File: src/rtl/stage_ma_pkg.sv
// Shared pipeline types for the memory-access stage.
//   ex_ma_reg_t : EX-MA pipeline register consumed by stage_ma
//   ma_wb_reg_t : MA-WB pipeline register produced by stage_ma
//   ma_state_t  : memory transaction FSM states
//   SIZE_*      : dmem_size encodings
//   WB_SEL_*    : reg_wr_sel encodings (writeback source select)
package stage_ma_pkg;

    localparam logic [1:0] SIZE_B = 2'b00;
    localparam logic [1:0] SIZE_H = 2'b01;
    localparam logic [1:0] SIZE_W = 2'b10;

    localparam logic [1:0] WB_SEL_ALU = 2'b00;
    localparam logic [1:0] WB_SEL_MEM = 2'b01;
    localparam logic [1:0] WB_SEL_PC4 = 2'b10;

    typedef enum logic [1:0] {
        MA_IDLE = 2'b00,
        MA_REQ  = 2'b01,
        MA_RSP  = 2'b10
    } ma_state_t;

    typedef struct packed {
        logic        instr_valid;
        logic [31:0] pc_plus_four;
        logic [31:0] alu_result;
        logic [31:0] dmem_data;
        logic        dmem_wr_en;
        logic        dmem_rd_en;
        logic [1:0]  dmem_size;
        logic        dmem_sign;     // 0 = sign-extend (LB/LH), 1 = zero-extend (LBU/LHU)
        logic        reg_wr_en;
        logic [1:0]  reg_wr_sel;
        logic [4:0]  reg_wr_addr;
    } ex_ma_reg_t;

    typedef struct packed {
        logic        instr_valid;
        logic [31:0] pc_plus_four;
        logic [31:0] alu_result;
        logic [31:0] load_data;
        logic        reg_wr_en;
        logic [1:0]  reg_wr_sel;
        logic [4:0]  reg_wr_addr;
    } ma_wb_reg_t;

endpackage

File: src/rtl/stage_ma_lsu_align.sv
// Combinational load/store lane logic.
//   addr_lo    in  2  low address bits
//   size       in  2  SIZE_B / SIZE_H / SIZE_W
//   sign       in  1  0 = sign-extend loads, 1 = zero-extend
//   store_data in  32 store operand
//   rdata      in  32 raw load response word
//   be         out 4  byte enables
//   wdata      out 32 lane-replicated store data
//   misalign   out 1  access violates natural alignment
//   load_data  out 32 aligned and extended load result
module lsu_align
    import stage_ma_pkg::*;
(
    input  logic [1:0]  addr_lo,
    input  logic [1:0]  size,
    input  logic        sign,
    input  logic [31:0] store_data,
    input  logic [31:0] rdata,
    output logic [3:0]  be,
    output logic [31:0] wdata,
    output logic        misalign,
    output logic [31:0] load_data
);

    logic [31:0] sh;

    assign sh = rdata >> {addr_lo, 3'b000};

    always_comb begin
        be        = 4'b1111;
        wdata     = store_data;
        misalign  = 1'b0;
        load_data = sh;
        case (size)
            SIZE_B: begin
                be        = 4'b0001 << addr_lo;
                wdata     = {4{store_data[7:0]}};
                load_data = sign ? {24'b0, sh[7:0]} : {{24{sh[7]}}, sh[7:0]};
            end
            SIZE_H: begin
                be        = 4'b0011 << {addr_lo[1], 1'b0};
                wdata     = {2{store_data[15:0]}};
                misalign  = addr_lo[0];
                load_data = sign ? {16'b0, sh[15:0]} : {{16{sh[15]}}, sh[15:0]};
            end
            default: begin
                misalign  = |addr_lo;
            end
        endcase
    end

endmodule

File: src/rtl/stage_ma.sv
// Memory-access stage: issues loads/stores over a req/gnt/rvalid bus,
// stalls the front of the pipeline while a transaction is open, and
// produces the MA-WB pipeline register.
//   clk, rst_i              clock, synchronous active-high reset
//   ex_ma_i                 EX-MA register (held stable by upstream while stall_o=1)
//   squash_i                kill the instruction currently in MA
//   stall_i                 downstream stall, MA-WB holds
//   dmem_req_o/we/addr/wdata/be, dmem_gnt_i    request channel
//   dmem_rvalid_i, dmem_rdata_i                response channel
//   stall_o                 MA busy
//   misalign_o, bus_err_o   error pulses
//   ma_wb_reg_o             MA-WB register
module stage_ma
    import stage_ma_pkg::*;
#(
    parameter int unsigned TIMEOUT_CYCLES = 255
)(
    input  logic        clk,
    input  logic        rst_i,
    input  ex_ma_reg_t  ex_ma_i,
    input  logic        squash_i,
    input  logic        stall_i,
    output logic        dmem_req_o,
    output logic        dmem_we_o,
    output logic [31:0] dmem_addr_o,
    output logic [31:0] dmem_wdata_o,
    output logic [3:0]  dmem_be_o,
    input  logic        dmem_gnt_i,
    input  logic        dmem_rvalid_i,
    input  logic [31:0] dmem_rdata_i,
    output logic        stall_o,
    output logic        misalign_o,
    output logic        bus_err_o,
    output ma_wb_reg_t  ma_wb_reg_o
);

    localparam int unsigned CW = (TIMEOUT_CYCLES > 1) ? $clog2(TIMEOUT_CYCLES) : 1;
    localparam logic [CW-1:0] TO_LAST = CW'((TIMEOUT_CYCLES == 0) ? 0 : TIMEOUT_CYCLES - 1);

    ma_state_t   state_q, state_d;
    logic [CW-1:0] cnt_q;
    ex_ma_reg_t  txn_q, cur;
    logic        squashed_q;
    ma_wb_reg_t  ma_wb_q, buf_q, wb_d;
    logic        buf_valid_q;

    logic        is_mem, mem_op, mis_acc, timeout, done;
    logic        req, stall, bus_err, mis_pulse;
    logic [3:0]  al_be;
    logic [31:0] al_wdata, al_load_data;
    logic        al_misalign;

    // In IDLE the request is built straight from EX-MA; afterwards from the
    // copy taken at issue so it stays stable whatever upstream does.
    assign cur = (state_q == MA_IDLE) ? ex_ma_i : txn_q;

    lsu_align u_align (
        .addr_lo    (cur.alu_result[1:0]),
        .size       (cur.dmem_size),
        .sign       (cur.dmem_sign),
        .store_data (cur.dmem_data),
        .rdata      (dmem_rdata_i),
        .be         (al_be),
        .wdata      (al_wdata),
        .misalign   (al_misalign),
        .load_data  (al_load_data)
    );

    // A buffered result belongs to the instruction still sitting in EX-MA
    // under stall_i, so it must not be issued a second time.
    assign is_mem  = cur.instr_valid & (cur.dmem_rd_en | cur.dmem_wr_en)
                   & ~squash_i & ~buf_valid_q;
    assign mem_op  = (state_q == MA_IDLE) & is_mem & ~al_misalign;
    assign mis_acc = (state_q == MA_IDLE) & is_mem &  al_misalign;
    assign timeout = (TIMEOUT_CYCLES != 0) && (state_q != MA_IDLE) && (cnt_q == TO_LAST);

    // State register
    always_ff @(posedge clk) begin
        if (rst_i) begin
            state_q <= MA_IDLE;
        end else begin
            state_q <= state_d;
        end
    end

    // Next-state logic
    always_comb begin
        state_d = state_q;
        unique case (state_q)
            MA_IDLE: begin
                if (mem_op) begin
                    if (!dmem_gnt_i)          state_d = MA_REQ;
                    else if (!cur.dmem_wr_en) state_d = MA_RSP;
                end
            end
            MA_REQ: begin
                if (squash_i)             state_d = MA_IDLE;
                else if (dmem_gnt_i)      state_d = cur.dmem_wr_en ? MA_IDLE : MA_RSP;
                else if (timeout)         state_d = MA_IDLE;
            end
            MA_RSP: begin
                if (dmem_rvalid_i || timeout) state_d = MA_IDLE;
            end
            default: state_d = MA_IDLE;
        endcase
    end

    // Output logic; wb_d defaults to a bubble carrying the current fields
    always_comb begin
        req       = 1'b0;
        stall     = 1'b0;
        bus_err   = 1'b0;
        mis_pulse = 1'b0;
        done      = 1'b0;
        wb_d.instr_valid  = 1'b0;
        wb_d.pc_plus_four = cur.pc_plus_four;
        wb_d.alu_result   = cur.alu_result;
        wb_d.load_data    = al_load_data;
        wb_d.reg_wr_en    = 1'b0;
        wb_d.reg_wr_sel   = cur.reg_wr_sel;
        wb_d.reg_wr_addr  = cur.reg_wr_addr;
        unique case (state_q)
            MA_IDLE: begin
                wb_d.instr_valid = cur.instr_valid & ~squash_i;
                wb_d.reg_wr_en   = cur.reg_wr_en & ~squash_i & ~mis_acc;
                mis_pulse        = mis_acc;
                if (mem_op) begin
                    req = 1'b1;
                    if (dmem_gnt_i && cur.dmem_wr_en) begin
                        done = 1'b1;
                    end else begin
                        stall            = 1'b1;
                        wb_d.instr_valid = 1'b0;
                        wb_d.reg_wr_en   = 1'b0;
                    end
                end
            end
            MA_REQ: begin
                if (squash_i) begin
                    done = 1'b1;
                end else begin
                    req = 1'b1;
                    if (dmem_gnt_i && cur.dmem_wr_en) begin
                        done             = 1'b1;
                        wb_d.instr_valid = cur.instr_valid;
                        wb_d.reg_wr_en   = cur.reg_wr_en;
                    end else if (!dmem_gnt_i && timeout) begin
                        bus_err          = 1'b1;
                        done             = 1'b1;
                        wb_d.instr_valid = cur.instr_valid;
                    end else begin
                        stall = 1'b1;
                    end
                end
            end
            MA_RSP: begin
                if (dmem_rvalid_i) begin
                    done             = 1'b1;
                    wb_d.instr_valid = cur.instr_valid & ~(squashed_q | squash_i);
                    wb_d.reg_wr_en   = cur.reg_wr_en   & ~(squashed_q | squash_i);
                end else if (timeout) begin
                    bus_err          = 1'b1;
                    done             = 1'b1;
                    wb_d.instr_valid = cur.instr_valid & ~(squashed_q | squash_i);
                end else begin
                    stall = 1'b1;
                end
            end
            default: ;
        endcase
    end

    always_ff @(posedge clk) begin
        if (rst_i || state_d != state_q || state_q == MA_IDLE) begin
            cnt_q <= '0;
        end else begin
            cnt_q <= cnt_q + 1'b1;
        end
    end

    always_ff @(posedge clk) begin
        if (mem_op) begin
            txn_q <= ex_ma_i;
        end
        squashed_q <= ~rst_i & (state_q == MA_RSP) & (squashed_q | squash_i);
    end

    // Under stall_i a finished transaction parks in buf_q; the FSM is free
    // to return to IDLE while MA-WB keeps its old contents.
    always_ff @(posedge clk) begin
        if (rst_i) begin
            ma_wb_q     <= '0;
            buf_q       <= '0;
            buf_valid_q <= 1'b0;
        end else if (stall_i) begin
            if (done) begin
                buf_q       <= wb_d;
                buf_valid_q <= 1'b1;
            end
        end else if (buf_valid_q) begin
            ma_wb_q     <= buf_q;
            buf_valid_q <= 1'b0;
        end else begin
            ma_wb_q <= wb_d;
        end
    end

    assign dmem_req_o   = req & ~rst_i;
    assign dmem_we_o    = cur.dmem_wr_en;
    assign dmem_addr_o  = {cur.alu_result[31:2], 2'b00};
    assign dmem_wdata_o = al_wdata;
    assign dmem_be_o    = al_be;
    assign stall_o      = stall & ~rst_i;
    assign misalign_o   = mis_pulse & ~rst_i;
    assign bus_err_o    = bus_err & ~rst_i;
    assign ma_wb_reg_o  = ma_wb_q;

endmodule

File: config.mk
export PLATFORM = sky130hd
export DESIGN_NAME = stage_ma
export DESIGN_NICKNAME = d
export VERILOG_FILES = /design/src/rtl/stage_ma_pkg.sv /design/src/rtl/stage_ma_lsu_align.sv /design/src/rtl/stage_ma.sv
export SDC_FILE = /design/constraint.sdc
export NUM_CORES = 1
export LEC_CHECK = 0
export ABC_AREA = 1
export BUFFER_PORTS_ARGS = -buffer_cell sky130_fd_sc_hd__buf_2
export CORE_MARGIN = 2
export CORE_UTILIZATION = 35
export DETAILED_ROUTE_END_ITERATION = 10
export SLEW_MARGIN = 15
export SYNTH_ARGS = -nofsm -noshare
export SYNTH_HDL_FRONTEND = slang
export SYNTH_HIERARCHICAL = 1
export SYNTH_SLANG_ARGS = --single-unit
File: constraint.sdc
create_clock -name clk -period 6.7 [get_ports clk]
set_clock_uncertainty 0.15 [all_clocks]
set_input_delay 0.67 -clock clk [delete_from_list [all_inputs] [get_ports clk]]
set_output_delay 0.67 -clock clk [all_outputs]
set_load 0.03 [all_outputs]
==> impl_metrics.ini <==
[timing]
rsz0062_at_grt = false
fin_setup_tns_ns = 0
setup_violations = 0
max_freq_mhz = 200
finalMaxSlewViolations = 0
slew_headroom_pct = 23.5
final_hold_viol_count = 0
fin_crit_ns = 4.99
period_share_pct = 74.5
worst_pin_slew_ns = 1.15

[grt]
antenna_found_initial = 4
grt_pass1_vias = 13200
overflow = 0
grt_max_degree = 91
grt_pass1_wl_um = 72500
grt_usage_pct = 20.4

[logic_synthesis]
yosysWarnings = 6
avgSynthCellArea_sq_um = 8.20
netlist_top_cells_count = nand2_1 (606), dfxtp_1 (222), o21ai_0 (150)
yosys-top-cells-area = dfxtp_1 (29%), edfxtp_1 (22%), nand2_1 (15%), o21ai_0 (4.9%), nand4_1 (4.3%)
ys.flop_type = dfxtp_1
yosysTopAreaCell = dfxtp_1
synthCells = 1850
ys_seq_area_share_pct = 50.9
synth.most_common_cell = nand2_1
synth_top_area_share_pct = 29.3
synth-edff-count = 109
synthArstFlopShare_pct = 0
synth_area_sq_um = 15200
ys_types = 42
synth_seq_cells = 331

[setup_path]
crit_required_ns = 5.88
crit_fanout = 45
r2r-end = buf_q[21]
crit_path_end_kind = primary output
r2r_cells = 14
start_kind = flop
crit_type = reg2out
r2r_slack_ns = 1.78
arrival_ns = 4.17
rr_startpoint = state_q[0]

[layout]
nets = 2210
synthToLayoutAreaGrowth_pct = 19.0
fillers = 4350
stdcell_area_sq_um = 18000
drive_gt1_share_pct = 21.2

[clock_network]
clk_latency_ns = 0.55
cts-hold-fix-buffers = 0
cts_buffer_depth = 3
cts_resized = 0
cts.sinks = 331
cts-root-buf = clkbuf_16
htree_levels = 2
cts.clk_slew.worst_paths_ns = 0.06
post_cts_buffers = 0
cts_buffers = 39
cts_tree = built

[hold_path]
hold_path_class = in2reg
min_to = txn_q[5]
hold_depth = 1
hold_start = ex_ma_i[5]

[floorplan]
start_util_pct = 35.4
dieArea_sq_um = 45000
die_w_um = 212
std_cell_rows = 76
io_pins = 326
coreArea_sq_um = 42900
die_y_um = 212

[routing]
dr.pass1.iters = 5
drc = 0
ant_nets = 0
drt-initial-drc-count = 1102
routed-via-count = 13700
wl_per_cell_um = 17.6
routed_wl_um = 47000
viasPerCell = 5.14

[power_and_ir_drop]
powerDensity_nw_per_um2 = 525
vdd_ir_drop_max_mv = 0.393
p_leak_uw = 0.00805

[place]
placed_area_sq_um = 16800
gp_congestion = 0.848
port_buffers = 323
dp_hpwl_um = 30000

[flow_run]
drv_cap = 0

[run_status]
status = completed
## per-stage QoR
step	power, uW	std cells	hold slack (ns)	util (%)	setup WS, ns
2_1_floorplan	6360	1851	0.277	-	1.71
3_3_place_gp	7460	2599	0.283	39.2	2.01
4_1_cts	9560	2669	0.125	42.0	1.62
6_report	9470	2672	0.161	42.1	1.71
5_1_grt	10100	2672	0.140	42.1	1.36
3_5_place_dp	7510	2599	0.289	39.2	1.83
## flip-flops by register name, summed over array words and instances, names as in the netlist
register,flops
state_q,2
squashed_q,1
buf_valid_q,1
cnt_q,8
ma_wb_reg_o,105
txn_q,109
buf_q,105
## power by group
part / total, uW / switching (uW) / internal [uW]
clock: 2010 / 835 / 1170
combinational: 4650 / 3430 / 1220
sequential: 2810 / 206 / 2610
## worst max path at each step
stage / from / slack (ns) / end
final: state_q[0] / 1.71 / dmem_req_o
after detailed placement: state_q[0] / 1.83 / buf_q[27]
after CTS: state_q[0] / 1.62 / dmem_req_o
after global routing: state_q[1] / 1.36 / dmem_req_o
after floorplan: state_q[0] / 1.71 / txn_q[0]
after global placement: state_q[0] / 2.01 / buf_q[7]
## metal layers
metal	global-route usage (%)	wire length, um	vias up	part of all wire [%]
li1	-	-	6643	-
met1	26.8	20900	6565	44
met2	33.8	22000	436	47
met3	3.52	2910	76	6.2
met4	7.26	1180	4	2.5
met5	0	27	-	0.057
## cell usage in the layout, fill, tap and decap left out, drive strengths merged, types with 3 or more instances in the layout
cell type	netlist	final
nor2	94	94
dfxtp	222	222
xnor2	3	3
mux2i	39	39
inv	90	90
xor2	3	3
a21oi	107	107
and3	14	14
o211ai	9	9
a32o	39	39
nor3	9	9
nand2	611	611
nand4	106	106
buf	87	342
edfxtp	109	109
nand3	50	50
ha	6	6
o21ai	152	152
clkinv	0	8
clkbuf	91	61
## area by class of cell
cell class              count  area (sq um)  share of cell area, %
inverters                  90           347                   1.92
clock inverters             9          58.8                  0.326
flip-flops and latches    331          7720                   42.8
diodes                      2          5.00                 0.0277
well taps                 585           732                   4.06
multi-input cells        1252          6240                   34.6
repair buffers            342          1800                   9.97
clock buffers              61          1140                   6.33
## cells by family (layout without fill, tap and decap cells)
logic type	after synthesis	after routing	share of synthesized area, %
compound gates	313	313	12.1
buf+inv	268	502	8.28
xor+xnor	6	6	0.346
mux	39	39	2.57
simple gates	886	886	25.3
flops	331	331	50.9
fa+ha+maj	6	6	0.495
other cells	1	4	0.0247
## worst max-delay path: stages, from the launching register on
cell     delay [ns]
dfxtp_1        0.37
inv_1          0.19
ha_4           0.37
buf_4          0.47
nand2_1        0.10
nand2_1        0.68
inv_2          0.26
o22ai_1        0.38
inv_1          0.18
nand4_2        0.24
a21oi_1        0.10
buf_2          0.24
(Power assumes the default switching activity.)
